**src/rtl/noc_pkg.sv**
```systemverilog
// noc_pkg: shared constants for the leaf/spine uplink.
//   - flit width and destination field positions
//   - default group ID, source counts for the RX merge arbiter
//   - spine_sel(): destination hash picking spine index 0..3 (spine1..spine4)
package noc_pkg;

  localparam int DWIDTH        = 16;
  localparam int DEST_GRP_MSB  = 15;
  localparam int DEST_GRP_LSB  = 12;
  localparam int DEST_LEAF_MSB = 11;
  localparam int DEST_LEAF_LSB = 10;

  localparam logic [3:0] GROUP_ID_DEFAULT = 4'b0010;

  localparam int NUM_SPINES = 4;
  localparam int NUM_SRC    = NUM_SPINES + 1;  // spines 0..3, loopback last
  localparam int LB_SRC     = NUM_SPINES;

  // Equal destinations always hash to the same spine, which keeps
  // per-destination ordering across the fabric.
  function automatic logic [1:0] spine_sel(input logic [3:0] grp, input logic [1:0] leaf);
    return leaf ^ grp[1:0];
  endfunction

endpackage

```
**src/rtl/noc_sync_fifo.sv**
```systemverilog
// noc_sync_fifo: single-clock show-ahead FIFO.
// Ports:
//   clk, reset   clock, async active-high reset (empties the FIFO)
//   push, din    write request/data, ignored when full
//   pop          read request, ignored when empty
//   dout         head entry (valid while !empty)
//   full, empty  status
// Pointers carry one wrap bit: full when wrap bits differ and index bits match.
module noc_sync_fifo #(
  parameter int DWIDTH = 16,
  parameter int DEPTH  = 4
) (
  input  logic              clk,
  input  logic              reset,
  input  logic              push,
  input  logic              pop,
  input  logic [DWIDTH-1:0] din,
  output logic [DWIDTH-1:0] dout,
  output logic              full,
  output logic              empty
);

  localparam int AW = $clog2(DEPTH);

  logic [AW:0]       wptr_q, rptr_q;
  logic [DWIDTH-1:0] mem_q [DEPTH];
  logic              do_push, do_pop;

  assign full    = (wptr_q[AW] != rptr_q[AW]) && (wptr_q[AW-1:0] == rptr_q[AW-1:0]);
  assign empty   = (wptr_q == rptr_q);
  assign dout    = mem_q[rptr_q[AW-1:0]];
  assign do_push = push && !full;
  assign do_pop  = pop && !empty;

  always_ff @(posedge clk or posedge reset) begin
    if (reset) begin
      wptr_q <= '0;
      rptr_q <= '0;
    end else begin
      if (do_push) wptr_q <= wptr_q + {{AW{1'b0}}, 1'b1};
      if (do_pop)  rptr_q <= rptr_q + {{AW{1'b0}}, 1'b1};
    end
  end

  // Storage needs no reset: entries are only read between push and pop.
  always_ff @(posedge clk) begin
    if (do_push) mem_q[wptr_q[AW-1:0]] <= din;
  end

endmodule

```
**src/rtl/leaf_spine_uplink.sv**
```systemverilog
// leaf_spine_uplink: leaf-side termination of the four spine links.
// TX: local flits -> TX FIFO -> one registered pulse per flit on the spine
//     chosen by destination hash; self-addressed flits go to a loopback FIFO.
// RX: spine strobes -> per-link FIFOs; RX FIFOs plus loopback are merged by a
//     round-robin arbiter into one registered valid/ready output.
// Ports:
//   clk, reset                               clock, async active-high reset
//   local_in_data/valid/ready                flits from leaf crossbar
//   local_out_data/valid/ready               flits to leaf crossbar
//   spineN_out_data/valid (N=1..4)           valid-only pulses to spine N
//   spineN_in_data/valid  (N=1..4)           valid-only strobes from spine N
//   rx_drop_count                            saturating count of RX overflow cycles
module leaf_spine_uplink #(
  parameter logic [3:0] GROUP_ID      = noc_pkg::GROUP_ID_DEFAULT,
  parameter int         LEAF_ID       = 0,
  parameter int         DWIDTH        = noc_pkg::DWIDTH,
  parameter int         TX_FIFO_DEPTH = 8,
  parameter int         RX_FIFO_DEPTH = 4
) (
  input  logic              clk,
  input  logic              reset,
  input  logic [DWIDTH-1:0] local_in_data,
  input  logic              local_in_valid,
  output logic              local_in_ready,
  output logic [DWIDTH-1:0] local_out_data,
  output logic              local_out_valid,
  input  logic              local_out_ready,
  output logic [DWIDTH-1:0] spine1_out_data,
  output logic              spine1_out_valid,
  output logic [DWIDTH-1:0] spine2_out_data,
  output logic              spine2_out_valid,
  output logic [DWIDTH-1:0] spine3_out_data,
  output logic              spine3_out_valid,
  output logic [DWIDTH-1:0] spine4_out_data,
  output logic              spine4_out_valid,
  input  logic [DWIDTH-1:0] spine1_in_data,
  input  logic              spine1_in_valid,
  input  logic [DWIDTH-1:0] spine2_in_data,
  input  logic              spine2_in_valid,
  input  logic [DWIDTH-1:0] spine3_in_data,
  input  logic              spine3_in_valid,
  input  logic [DWIDTH-1:0] spine4_in_data,
  input  logic              spine4_in_valid,
  output logic [7:0]        rx_drop_count
);

  import noc_pkg::*;

  localparam logic [1:0] LEAF = 2'(LEAF_ID);

  // ---------------- TX path ----------------
  logic [DWIDTH-1:0] tx_head;
  logic              tx_full, tx_empty, tx_push, tx_pop, tx_self;
  logic [1:0]        tx_sel;
  logic              lb_full, lb_empty, lb_push;

  assign tx_push        = local_in_valid && !tx_full;
  assign local_in_ready = !tx_full && !reset;

  noc_sync_fifo #(.DWIDTH(DWIDTH), .DEPTH(TX_FIFO_DEPTH)) u_tx (
    .clk, .reset, .push(tx_push), .pop(tx_pop), .din(local_in_data),
    .dout(tx_head), .full(tx_full), .empty(tx_empty)
  );

  assign tx_self = (tx_head[DEST_GRP_MSB:DEST_GRP_LSB] == GROUP_ID) &&
                   (tx_head[DEST_LEAF_MSB:DEST_LEAF_LSB] == LEAF);
  assign tx_sel  = spine_sel(tx_head[DEST_GRP_MSB:DEST_GRP_LSB],
                             tx_head[DEST_LEAF_MSB:DEST_LEAF_LSB]);
  // A self-addressed head waits in place while loopback is full.
  assign lb_push = !tx_empty && tx_self && !lb_full;
  assign tx_pop  = !tx_empty && (!tx_self || !lb_full);

  logic [NUM_SPINES-1:0]             sp_vld_q, sp_vld_d;
  logic [NUM_SPINES-1:0][DWIDTH-1:0] sp_dat_q, sp_dat_d;

  always_comb begin
    sp_vld_d = '0;
    sp_dat_d = sp_dat_q;  // data holds between pulses
    if (tx_pop && !tx_self) begin
      sp_vld_d[tx_sel] = 1'b1;
      sp_dat_d[tx_sel] = tx_head;
    end
  end

  // ---------------- RX path ----------------
  logic [NUM_SPINES-1:0][DWIDTH-1:0] sp_in_data;
  logic [NUM_SPINES-1:0]             sp_in_vld, rx_full, rx_empty;
  logic [NUM_SRC-1:0][DWIDTH-1:0]    src_data;
  logic [NUM_SRC-1:0]                src_empty, src_pop;

  assign sp_in_data = {spine4_in_data, spine3_in_data, spine2_in_data, spine1_in_data};
  assign sp_in_vld  = {spine4_in_valid, spine3_in_valid, spine2_in_valid, spine1_in_valid};

  for (genvar n = 0; n < NUM_SPINES; n++) begin : g_rx
    noc_sync_fifo #(.DWIDTH(DWIDTH), .DEPTH(RX_FIFO_DEPTH)) u_rx (
      .clk, .reset, .push(sp_in_vld[n]), .pop(src_pop[n]), .din(sp_in_data[n]),
      .dout(src_data[n]), .full(rx_full[n]), .empty(rx_empty[n])
    );
  end

  noc_sync_fifo #(.DWIDTH(DWIDTH), .DEPTH(RX_FIFO_DEPTH)) u_lb (
    .clk, .reset, .push(lb_push), .pop(src_pop[LB_SRC]), .din(tx_head),
    .dout(src_data[LB_SRC]), .full(lb_full), .empty(lb_empty)
  );

  assign src_empty = {lb_empty, rx_empty};

  // Overflow on any number of links in one cycle counts once.
  logic       rx_drop_any;
  logic [7:0] drop_q, drop_d;

  assign rx_drop_any = |(sp_in_vld & rx_full);
  assign drop_d      = (rx_drop_any && drop_q != 8'hFF) ? drop_q + 8'd1 : drop_q;

  // Round-robin: first non-empty source at or after rr_q, wrapping 4 -> 0.
  logic       grant_vld, load;
  logic [2:0] grant, rr_q, rr_d;
  logic [3:0] cand;

  always_comb begin
    grant_vld = 1'b0;
    grant     = '0;
    cand      = '0;
    for (int i = 0; i < NUM_SRC; i++) begin
      cand = {1'b0, rr_q} + 4'(i);
      if (cand >= 4'(NUM_SRC)) cand = cand - 4'(NUM_SRC);
      if (!grant_vld && !src_empty[cand[2:0]]) begin
        grant_vld = 1'b1;
        grant     = cand[2:0];
      end
    end
  end

  logic              out_vld_q, out_vld_d;
  logic [DWIDTH-1:0] out_dat_q, out_dat_d;

  // Reload when empty or being consumed: sustains one flit per cycle.
  assign load = !out_vld_q || local_out_ready;

  always_comb begin
    src_pop   = '0;
    out_vld_d = out_vld_q;
    out_dat_d = out_dat_q;
    rr_d      = rr_q;
    if (load) begin
      out_vld_d = grant_vld;
      if (grant_vld) begin
        src_pop[grant] = 1'b1;
        out_dat_d      = src_data[grant];
        rr_d           = (grant == 3'(LB_SRC)) ? 3'd0 : grant + 3'd1;
      end
    end
  end

  always_ff @(posedge clk or posedge reset) begin
    if (reset) begin
      sp_vld_q  <= '0;
      sp_dat_q  <= '0;
      out_vld_q <= 1'b0;
      out_dat_q <= '0;
      rr_q      <= '0;
      drop_q    <= '0;
    end else begin
      sp_vld_q  <= sp_vld_d;
      sp_dat_q  <= sp_dat_d;
      out_vld_q <= out_vld_d;
      out_dat_q <= out_dat_d;
      rr_q      <= rr_d;
      drop_q    <= drop_d;
    end
  end

  assign local_out_valid  = out_vld_q;
  assign local_out_data   = out_dat_q;
  assign rx_drop_count    = drop_q;
  assign spine1_out_valid = sp_vld_q[0];
  assign spine2_out_valid = sp_vld_q[1];
  assign spine3_out_valid = sp_vld_q[2];
  assign spine4_out_valid = sp_vld_q[3];
  assign spine1_out_data  = sp_dat_q[0];
  assign spine2_out_data  = sp_dat_q[1];
  assign spine3_out_data  = sp_dat_q[2];
  assign spine4_out_data  = sp_dat_q[3];

endmodule

```
**config.mk**
```make
export PLATFORM = sky130hd
export DESIGN_NAME = leaf_spine_uplink
export DESIGN_NICKNAME = d
export VERILOG_FILES = /design/src/rtl/noc_pkg.sv /design/src/rtl/noc_sync_fifo.sv /design/src/rtl/leaf_spine_uplink.sv
export SDC_FILE = /design/constraint.sdc
export NUM_CORES = 1
export LEC_CHECK = 0
export CELL_PAD_IN_SITES_DETAIL_PLACEMENT = 1
export CELL_PAD_IN_SITES_GLOBAL_PLACEMENT = 1
export CORE_MARGIN = 2
export CORE_UTILIZATION = 30
export CTS_CLUSTER_SIZE = 16
export DETAILED_ROUTE_END_ITERATION = 16
export PLACE_DENSITY_LB_ADDON = 0.3
export SLEW_MARGIN = 20
export SYNTH_ARGS = -nofsm -noshare
export SYNTH_HDL_FRONTEND = slang
export SYNTH_SLANG_ARGS = --single-unit
```
**constraint.sdc**
```tcl
create_clock -name clk -period 5.85 [get_ports clk]
set_input_delay 1.4625 -clock clk [delete_from_list [all_inputs] [get_ports clk]]
set_output_delay 1.4625 -clock clk [all_outputs]
set_load 0.02 [all_outputs]
```
==> flow_summary.json, run 1 <==
{
  "layout.cell_area.non_filler_sq_um": 29530,
  "worst-r2r-setup-slack_ns": 0.99,
  "rr_worst_depth": 13,
  "crit_top_cell": "a21oi_1",
  "grt_start_max_net_pins": 76,
  "final_layout_size_suffix_gt1_frac": 0.2110,
  "outcome": "finished, final reports clean",
  "hold_path_startpoint": "spine1_out_data[10]",
  "finalClockSkew_ns": 0.03056,
  "layout-area-overhead-vs-synth_pct": 22.05,
  "synth_cells": 1378,
  "cts_hold_buffers": 0,
  "cts_root_buffer": "clkbuf_16",
  "hold_violations_final": 0,
  "critPathMaxStageDelay_ns": 0.57,
  "synthesis.nets": 1503,
  "core_sq_um": 80160,
  "route.final.wire_length_mm": 65.79,
  "clock_latency_ns": 0.61,
  "main_flop_type_after_synthesis": "edfxtp_1",
  "placement.io_buffers": 181,
  "yosysSeqAreaShare": 0.6946,
  "final-setup-viol-count": 0,
  "synth.avg_cell_area_sq_um": 17.56,
  "cts_tree": "done",
  "timing.final.max_slew_violations": 0,
  "start_kind": "flop",
  "layout.cells.most_common_list": "edfxtp_1 (448), clkdlybuf4s50_1 (181), dfrtp_1 (133)",
  "fp.dieH_um": 288,
  "grt_pass1_vias": 14420,
  "grt_first_pass_wirelength_mm": 97.00,
  "dp.final_hpwl_mm": 45.26,
  "cts_inserted_buffers": 69,
  "boundaryPins": 182,
  "drt-pass1-iter-count": 5,
  "drc_errors": 0,
  "globalRouteTotalUtil": 0.1600,
  "grt_overflow": 0,
  "transition_time_at_the_pin_with_the_least_slew_margin_ns": 1.108,
  "final_period_minus_worst_setup_slack_ns": 4.864,
  "worst_hold_path_stage_count": 1,
  "yosysWarnings": 0,
  "area_of_the_multi_input_gates_sq_um": 7056,
  "worst_r2r_endpoint": "rr_q[0]",
  "critPathArrivalTime_ns": 5.37,
  "worst-path-buf-inv": 2,
  "peakVddDrop_v": 0.0004041,
  "cts.clk_slew.worst_paths_ns": 0.07,
  "place.gp.congestion": 0.8375,
  "worstPathMaxFanout": 14,
  "wl_per_cell_um": 24.28,
  "dieWidth_um": 288,
  "r2r_start": "rr_q[1]",
  "hold-path-endpoint": "spine1_out_data[10]",
  "finish.utilization": 0.3684,
  "cts_repair_resize_count": 0,
  "timing.critical_path.depth": 13,
  "hp-class": "reg2reg",
  "totalNegativeSetupSlack_ns": 0,
  "post_cts_buffers": 0,
  "vias": 13320,
  "layout.area.seq_sq_um": 16810,
  "critPathSlowestCell": "dfrtp_1",
  "final.period_utilization": 0.8315,
  "timing.fmax_ghz": 0.2056,
  "grt_antenna_before_repair": 3,
  "drtIter0Drc": 666,
  "placementRows": 104,
  "synth_cell_type_count": 74,
  "endpoint_kind": "flop",
  "synth_edf_count": 448,
  "max-cap-violations": 0,
  "h-tree-depth": 3,
  "syn_area_sq_um": 24200,
  "routed_antenna_nets": 0,
  "postSynth.asyncResetShare": 0.2302,
  "detailed_place.area_sq_um": 27350,
  "initial_utilization": 0.3019,
  "setup_repair_after_global_routing_missed_its_margin": "false",
  "die-area_sq_um": 82940,
  "fin_nets": 1724,
  "final_common_cell": "edfxtp_1",
  "clock-sinks": 582,
  "synth.ff_latch_count": 582,
  "maxSlewHeadroom": 0.2608,
  "path_delay_family": "compound AO/OA/AOI/OAI gates",
  "ctsLongestPathBuffers": 3,
  "path_class": "reg2reg",
  "crit_chain": "inv_1, ha_1, ha_1, a21oi_1, mux2i_1, nor4b_1, o31a_1, nand4_1, or2_1, a21oi_1, buf_4, a21oi_1, a21oi_1",
  "final.fill_count": 8068,
  "power_leakage_nw": 10.13,
  "drt-vias-per-instance": 4.915,
  "power_density_nw_per_um2": 664.2,
  "worst_ep_required_time_ns": 6.36
}
power by group:
part	switching (mW)	total (mW)	internal [mW]
clock	1.67	4.16	2.48
sequential	0.629	6.34	5.71
combinational	5.48	9.12	3.64
total	7.78	19.6	11.8
synth_stat cells (7+ instances only):
cell type  count  area, sq um
nand4_1       14        87.58
mux2i_1        7        70.07
nand2b_1      10        62.56
a32oi_1       18        157.7
xor2_1        19        166.4
o21ai_0       54        270.3
a21o_1        35        262.8
a21oi_1       19        95.09
ha_1          36        450.4
edfxtp_1     448        13450
mux4_2       112         2522
mux2_2        62        698.2
dfrtp_1      134         3353
xnor2_1       34        297.8
inv_1         22        82.58
o21a_1        14        105.1
nor2b_1        9        56.30
and2_1        23        143.9
buf_2         25        125.1
nor2_1        28        105.1
nand2_1       48        180.2
clkbuf_1      28        105.1
nor3_1        13        65.06
nand3_1       62        310.3
how the worst max path moves through the flow:
stage | from | end | slack (ns)
final | rr_q[1] | rr_q[0] | 0.99
after global routing | rr_q[1] | u_lb.rptr_q[1] | 0.53
after CTS | rr_q[1] | u_lb.rptr_q[1] | 1.06
after detailed placement | rr_q[1] | u_lb.rptr_q[1] | 1.07
after global placement | rr_q[1] | u_lb.rptr_q[1] | 1.21
after floorplan | reset | g_rx[0].u_rx.rptr_q[0] | 0.80
metal layers:
metal	wire length [um]	GRT usage
met1	26580	0.1920
met2	33790	0.2804
met3	3346	0.03899
met4	2057	0.05427
met5	13	0
worst register-to-register path, cell delays in order, from the launching register on:
cell	delay (ns)
dfrtp_1	0.57
inv_1	0.23
ha_1	0.27
ha_1	0.43
a21oi_1	0.22
mux2i_1	0.53
nor4b_1	0.39
o31a_1	0.42
nand4_1	0.28
or2_1	0.32
a21oi_1	0.54
buf_4	0.33
a21oi_1	0.07
a21oi_1	0.17
area by class of cell:
type,count,area share
clock buffer,90,0.06355
sequential,582,0.5691
tap,1060,0.04491
multi-input combinational,707,0.2389
clock inverter,31,0.01034
timing repair buffer,214,0.06974
antenna,1,0.00008473
inverter,25,0.003347
registers in the layout, summed over array words and instances (netlist names):
register          count
spine2_out_data      16
local_out_valid       1
g_rx.u_rx.rptr_q     12
u_lb.wptr_q           3
u_tx.mem_q          128
rx_drop_count         8
sp_vld_q              4
u_tx.wptr_q           4
local_out_data       16
g_rx.u_rx.wptr_q     12
spine4_out_data      16
spine3_out_data      16
u_lb.rptr_q           3
u_tx.rptr_q           4
u_lb.mem_q           64
g_rx.u_rx.mem_q     256
rr_q                  3
spine1_out_data      16
logic make-up (layout without fill, tap and decap cells):
logic type / count (synthesis) / after routing / share of synthesized area
fa+ha+maj: 37 / 37 / 0.01944
xor+xnor: 59 / 59 / 0.02322
flops: 582 / 582 / 0.6946
other cells: 0 / 1 / 0
compound gates: 187 / 187 / 0.05636
buf+inv: 89 / 360 / 0.01587
simple gates: 236 / 236 / 0.05119
mux: 188 / 188 / 0.1394
metrics by stage:
step                      power (mW)  setup slack [ns]  hold slack, ns  std cells
after floorplan                12.15            0.8047          0.4604       1378
after global placement         15.49             1.212          0.4745       2588
after detailed placement       15.68             1.065          0.4779       2588
after CTS                      19.95             1.058          0.4896       2709
after global routing           20.77            0.5265          0.4990       2709
final                          19.62            0.9859          0.4837       2710
No activity file was read; power rests on OpenSTA's default activity.
==> run 2, diff against run 1 <==
==> constraint.sdc (replaced) <==
create_clock -name clk -period 4.15 [get_ports clk]
set_input_delay 1.0375 -clock clk [delete_from_list [all_inputs] [get_ports clk]]
set_output_delay 1.0375 -clock clk [all_outputs]
set_load 0.02 [all_outputs]
==> run 2 against run 1 <==
Net effect:
- cell area rose by 2.4%
- flip-flop and latch count did not move
- clock skew fell by 0.0057 ns
- clock power rose by 48%
- die area did not move
==> flow_summary.json, run 2 (same netlist as run 1, synthesis figures left out) <==
{
  "outcome": "finished, final reports clean",
  "totalNegativeSetupSlack_ns": 0,
  "sequentialPowerShare": 0.303,
  "cts_hold_buffers": 0,
  "h-tree-depth": 3,
  "post_layout_nonfiller_instances": 2778,
  "globalRouteTotalUtil": 0.1598,
  "drt-vias-per-instance": 4.849,
  "cts.clk_slew.worst_paths_ns": 0.06,
  "endpoint_kind": "flop",
  "setup_repair_after_global_routing_missed_its_margin": "false",
  "grt_pass1_vias": 14780,
  "start_kind": "flop",
  "place.gp.congestion": 0.8608,
  "crit_chain": "buf_4, ha_2, and3b_1, o311ai_4, a211o_1, and3_1, a311oi_4, nand2_1, o311a_1, o211ai_1, buf_4, or3_1, mux2_1",
  "finish.utilization": 0.3774,
  "cts_root_buffer": "clkbuf_16",
  "power.combinational.fraction": 0.484,
  "place_inst": 2649,
  "placementRows": 104,
  "drt-pass1-iter-count": 5,
  "timing.fmax_ghz": 0.2501,
  "finalClockSkew_ns": 0.02488,
  "initial_utilization": 0.3019,
  "clock-sinks": 582,
  "final_common_cell": "edfxtp_1",
  "net-switching-power_mw": 11.39,
  "final.period_utilization": 0.9634,
  "critPathSlowestCell": "o311a_1",
  "worst_hold_path_stage_count": 1,
  "final.fill_count": 8094,
  "routed_antenna_nets": 0,
  "wl_per_cell_um": 23.52,
  "vias": 13470,
  "drc_errors": 0,
  "timing.final.max_slew_violations": 0,
  "placement.io_buffers": 181,
  "clock_latency_ns": 0.61,
  "grt_first_pass_wirelength_mm": 97.06,
  "dp.final_hpwl_mm": 45.44,
  "antennaDiodeCount": 0,
  "final_period_minus_worst_setup_slack_ns": 3.998,
  "grt_antenna_before_repair": 2,
  "largest_register_ff_count": 256,
  "layout.cell_area.non_filler_sq_um": 30250,
  "transition_time_at_the_pin_with_the_least_slew_margin_ns": 0.7479,
  "maxSlewHeadroom": 0.5004,
  "worstPathMaxFanout": 19,
  "peakVddDrop_v": 0.0006085,
  "power_density_nw_per_um2": 956.9,
  "rr_worst_depth": 13,
  "crit_top_cell": "buf_4",
  "path_class": "reg2reg",
  "boundaryPins": 182,
  "p_int_mw": 17.56,
  "cts_inserted_buffers": 69,
  "die-area_sq_um": 82940,
  "route.final.wire_length_mm": 65.33,
  "switching_share": 0.3935,
  "fp.dieH_um": 288,
  "hp-class": "reg2reg",
  "pwr-share-clk": 0.213,
  "final_layout_size_suffix_gt1_frac": 0.2468,
  "final-setup-viol-count": 0,
  "total_power_mw": 28.95,
  "layout.cells.most_common_list": "edfxtp_1 (448), clkdlybuf4s50_1 (181), dfrtp_1 (133)",
  "worst_ep_required_time_ns": 4.63,
  "critPathMaxStageDelay_ns": 0.40,
  "power_leakage_nw": 10.54,
  "fin_nets": 1788,
  "drtIter0Drc": 660,
  "ctsLongestPathBuffers": 3,
  "dieWidth_um": 288,
  "cts_tree": "done",
  "hold_violations_final": 0,
  "grt_overflow": 0,
  "layout-area-overhead-vs-synth_pct": 25.03,
  "detailed_place.area_sq_um": 27830,
  "max-cap-violations": 0,
  "grt_start_max_net_pins": 47,
  "core_sq_um": 80160,
  "critPathArrivalTime_ns": 4.48
}
==> run 2: worst max-delay path: cells and delay by family, from the launching register on <==
family | cells | cell delay (ns)
compound gates | 5 | 1.49
simple gates | 4 | 0.86
buf+inv | 2 | 0.49
flops | 1 | 0.36
mux | 1 | 0.34
fa+ha+maj | 1 | 0.32
==> run 2: repair_timing <==
action,CTS,global route
endpoints found under the setup margin,0,28
gates resized for setup,0,11
buffers inserted,0,3
==> run 2: worst paths after layout <==
path,from,to,slack [ns]
max,rr_q[0],g_rx[0].u_rx.rptr_q[1],0.15
min,u_lb.wptr_q[2],u_lb.wptr_q[2],0.48
max reg2reg,rr_q[0],g_rx[0].u_rx.rptr_q[1],0.15
min reg2reg,u_lb.wptr_q[2],u_lb.wptr_q[2],0.48
max in group asynchronous,reset,rx_drop_count[5],2.38
min in group asynchronous,reset,u_tx.wptr_q[1],0.94
==> run 2: stage by stage <==
stage	hold WS, ns	worst slack [ns]
after detailed placement	0.4759	0.07436
after floorplan	0.4604	0.1371
after global placement	0.4747	0.1552
final	0.4820	0.1517
after global routing	0.5028	0.005822
after CTS	0.4873	0.04748
==> run 2: metal layers <==
layer	up-vias	share of wire	GRT usage
li1	6021	-	-
met1	7095	0.41	0.1969
met2	258	0.52	0.2838
met3	93	0.038	0.02932
met4	4	0.028	0.04870
met5	-	0.00041	0
==> run 2: layout make-up <==
class / count / area [sq um] / area share
clock buffers: 92 / 1884 / 0.06229
clock inverters: 34 / 459.2 / 0.01518
inverters: 25 / 97.59 / 0.003226
multi-input cells: 707 / 7101 / 0.2347
flip-flops and latches: 582 / 16810 / 0.5556
well taps: 1060 / 1326 / 0.04384
repair buffers: 278 / 2577 / 0.08520
==> run 2: power by group through the flow <==
stage / Combinational, mW / Clock, mW / Sequential, mW
2_1_floorplan: 8.00 / 0 / 9.12
3_3_place_gp: 13.9 / 0 / 8.83
3_5_place_dp: 14.1 / 0 / 8.90
4_1_cts: 14.2 / 6.36 / 8.80
5_1_grt: 15.1 / 6.57 / 8.94
6_report: 14.0 / 6.16 / 8.77
==> patch, RTL diff (config.mk and constraints of run 2) <==
Take the reset off `out_dat_q` and load it in a clocked block of its own.
--- a/src/rtl/leaf_spine_uplink.sv
+++ b/src/rtl/leaf_spine_uplink.sv
@@ -157,17 +157,19 @@
       sp_vld_q  <= '0;
       sp_dat_q  <= '0;
       out_vld_q <= 1'b0;
-      out_dat_q <= '0;
       rr_q      <= '0;
       drop_q    <= '0;
     end else begin
       sp_vld_q  <= sp_vld_d;
       sp_dat_q  <= sp_dat_d;
       out_vld_q <= out_vld_d;
-      out_dat_q <= out_dat_d;
       rr_q      <= rr_d;
       drop_q    <= drop_d;
     end
+  end
+
+  always_ff @(posedge clk) begin
+    out_dat_q <= out_dat_d;
   end
 
   assign local_out_valid  = out_vld_q;
Check against the original RTL: differs if reset is asserted again (counterexample within 4 cycles, from zero or initial values and one cycle with reset high); with reset held inactive, the same outputs for 4 cycles.
==> patch against run 2 <==
Via count fell by 3.3%. Area after synthesis fell by 0.68%. Critical path depth rose by 2. First-iteration DRC count rose by 5.5%. Cell count fell by 1.2%. Sequential cell count did not move. Clock skew fell by 0.0035 ns. Worst setup slack improved by 0.0048 ns. Design area fell by 0.14%. Wire length fell by 4.5%. Global-route usage fell by 0.64 points. Non-clock buffer count rose by 15.
Power is not shown: default switching activity piles up to over one toggle a cycle in this logic, so the estimate is an artifact.
==> patch: results <==
export IMPL_synth_edf_count=464
export IMPL_synth_warnings=0
export IMPL_hold_depth=2
export IMPL_placed_area_mm2=0.0278
export IMPL_drt_wl_total_mm=62.4
export IMPL_crit_path_start="rr_q[1]$_DFFE_PP0P_"
export IMPL_drt_iter0_markers=696
export IMPL_crit_arrival_ns=4.46
export IMPL_grt_pass1_vias=14300
export IMPL_synth_area_top_cells="edfxtp_1 58%, dfrtp_1 12%, mux4_2 11%"
export IMPL_grt_met3_usage_pct=2.87
export IMPL_clock_skew_ns=0.0214
export IMPL_critPathTopFamily="simple AND/OR/NAND/NOR gates"
export IMPL_firstDrtPassIters=5
export IMPL_antenna_found_initial=2
export IMPL_grt_start_max_net_pins=119
export IMPL_crit_type="reg2reg"
export IMPL_clk_pin_slew_ns=0.06
export IMPL_synth_nets=1453
export IMPL_reg2reg_depth=15
export IMPL_whs_ns=0.472
export IMPL_synth_avg_cell_area_um2=18.1
export IMPL_via_count=13000
export IMPL_ys_seq_area_share_pct=70.3
export IMPL_layout_drive_gt1_share_pct=25.4
export IMPL_cpMaxStageDelayCell="ha_2"
export IMPL_maxSlewHeadroom_pct=47.4
export IMPL_synthArstFlopShare_pct=20.3
export IMPL_synth_common_cells="464 x edfxtp_1, 118 x dfrtp_1, 113 x mux4_2, 102 x nand2_1, 51 x mux2_2"
export IMPL_wl_met3_mm=2.64
export IMPL_place_ws_ns=-0.0975
export IMPL_hold_end="spine3_out_data[4]$_DFFE_PP0P_"
export IMPL_largest_reg_flops=256
export IMPL_clk_latency_ns=0.60
export IMPL_grtUsageMet2_pct=26.8
export IMPL_wl_met1_mm=26.3
export IMPL_finalCritPeriodShare_pct=96.2
export IMPL_grt_pass1_wl_mm=94.1
export IMPL_nets=1764
export IMPL_status="finished clean"
export IMPL_r2r_end="u_lb.rptr_q[1]$_DFFE_PP0P_"
export IMPL_crit_path_max_incr_delay_ns=0.46
export IMPL_stdcell_count=2745
export IMPL_hp_start="spine3_out_data[4]$_DFFE_PP0P_"
export IMPL_met2_length_mm=32.2
export IMPL_hpwl_mm=43.7
export IMPL_synthDistinctLibCells=82
export IMPL_placed_cells=2615
export IMPL_finalWeightedCongestion=0.853
export IMPL_crit_fanout=10
export IMPL_grt_use_met1_pct=19.4
export IMPL_grt_usage_pct=15.3
export IMPL_cts_htree_levels=3
-- patch: cell types whose count changed after synthesis, sizes merged, moves of 12 or more --
cell	before	now
nand2	48	103
nand3	62	11
a21o	35	3
mux2i	8	40
o21ai	56	24
a32oi	18	1
dfrtp	134	118
edfxtp	448	464
o221ai	3	18
mux2	68	56
-- patch: cell type report --
class	count	area, um^2
Inverter	31	120
Fill cell	7902	48900
Sequential cell	582	16900
Tap cell	1050	1310
Clock buffer	89	1920
Multi-Input combinational cell	662	6870
Clock inverter	38	393
Timing Repair Buffer	293	2710
-- patch: cells by family after synthesis --
group | share of synthesized area [%]
XOR/XNOR | 2.11
AND/OR/NAND/NOR | 5.31
AO/OA/AOI/OAI | 3.81
adder cells (fa/ha/maj) | 1.96
flip-flops | 70.3
buffers and inverters | 1.63
multiplexers | 14.9
-- patch: repair_timing --
action,CTS,global route
endpoints found under the setup margin,3,28
pin swaps,0,2
hold buffers,0,0
endpoints found under the hold margin,0,0
resized for setup,6,23
setup buffers,0,3
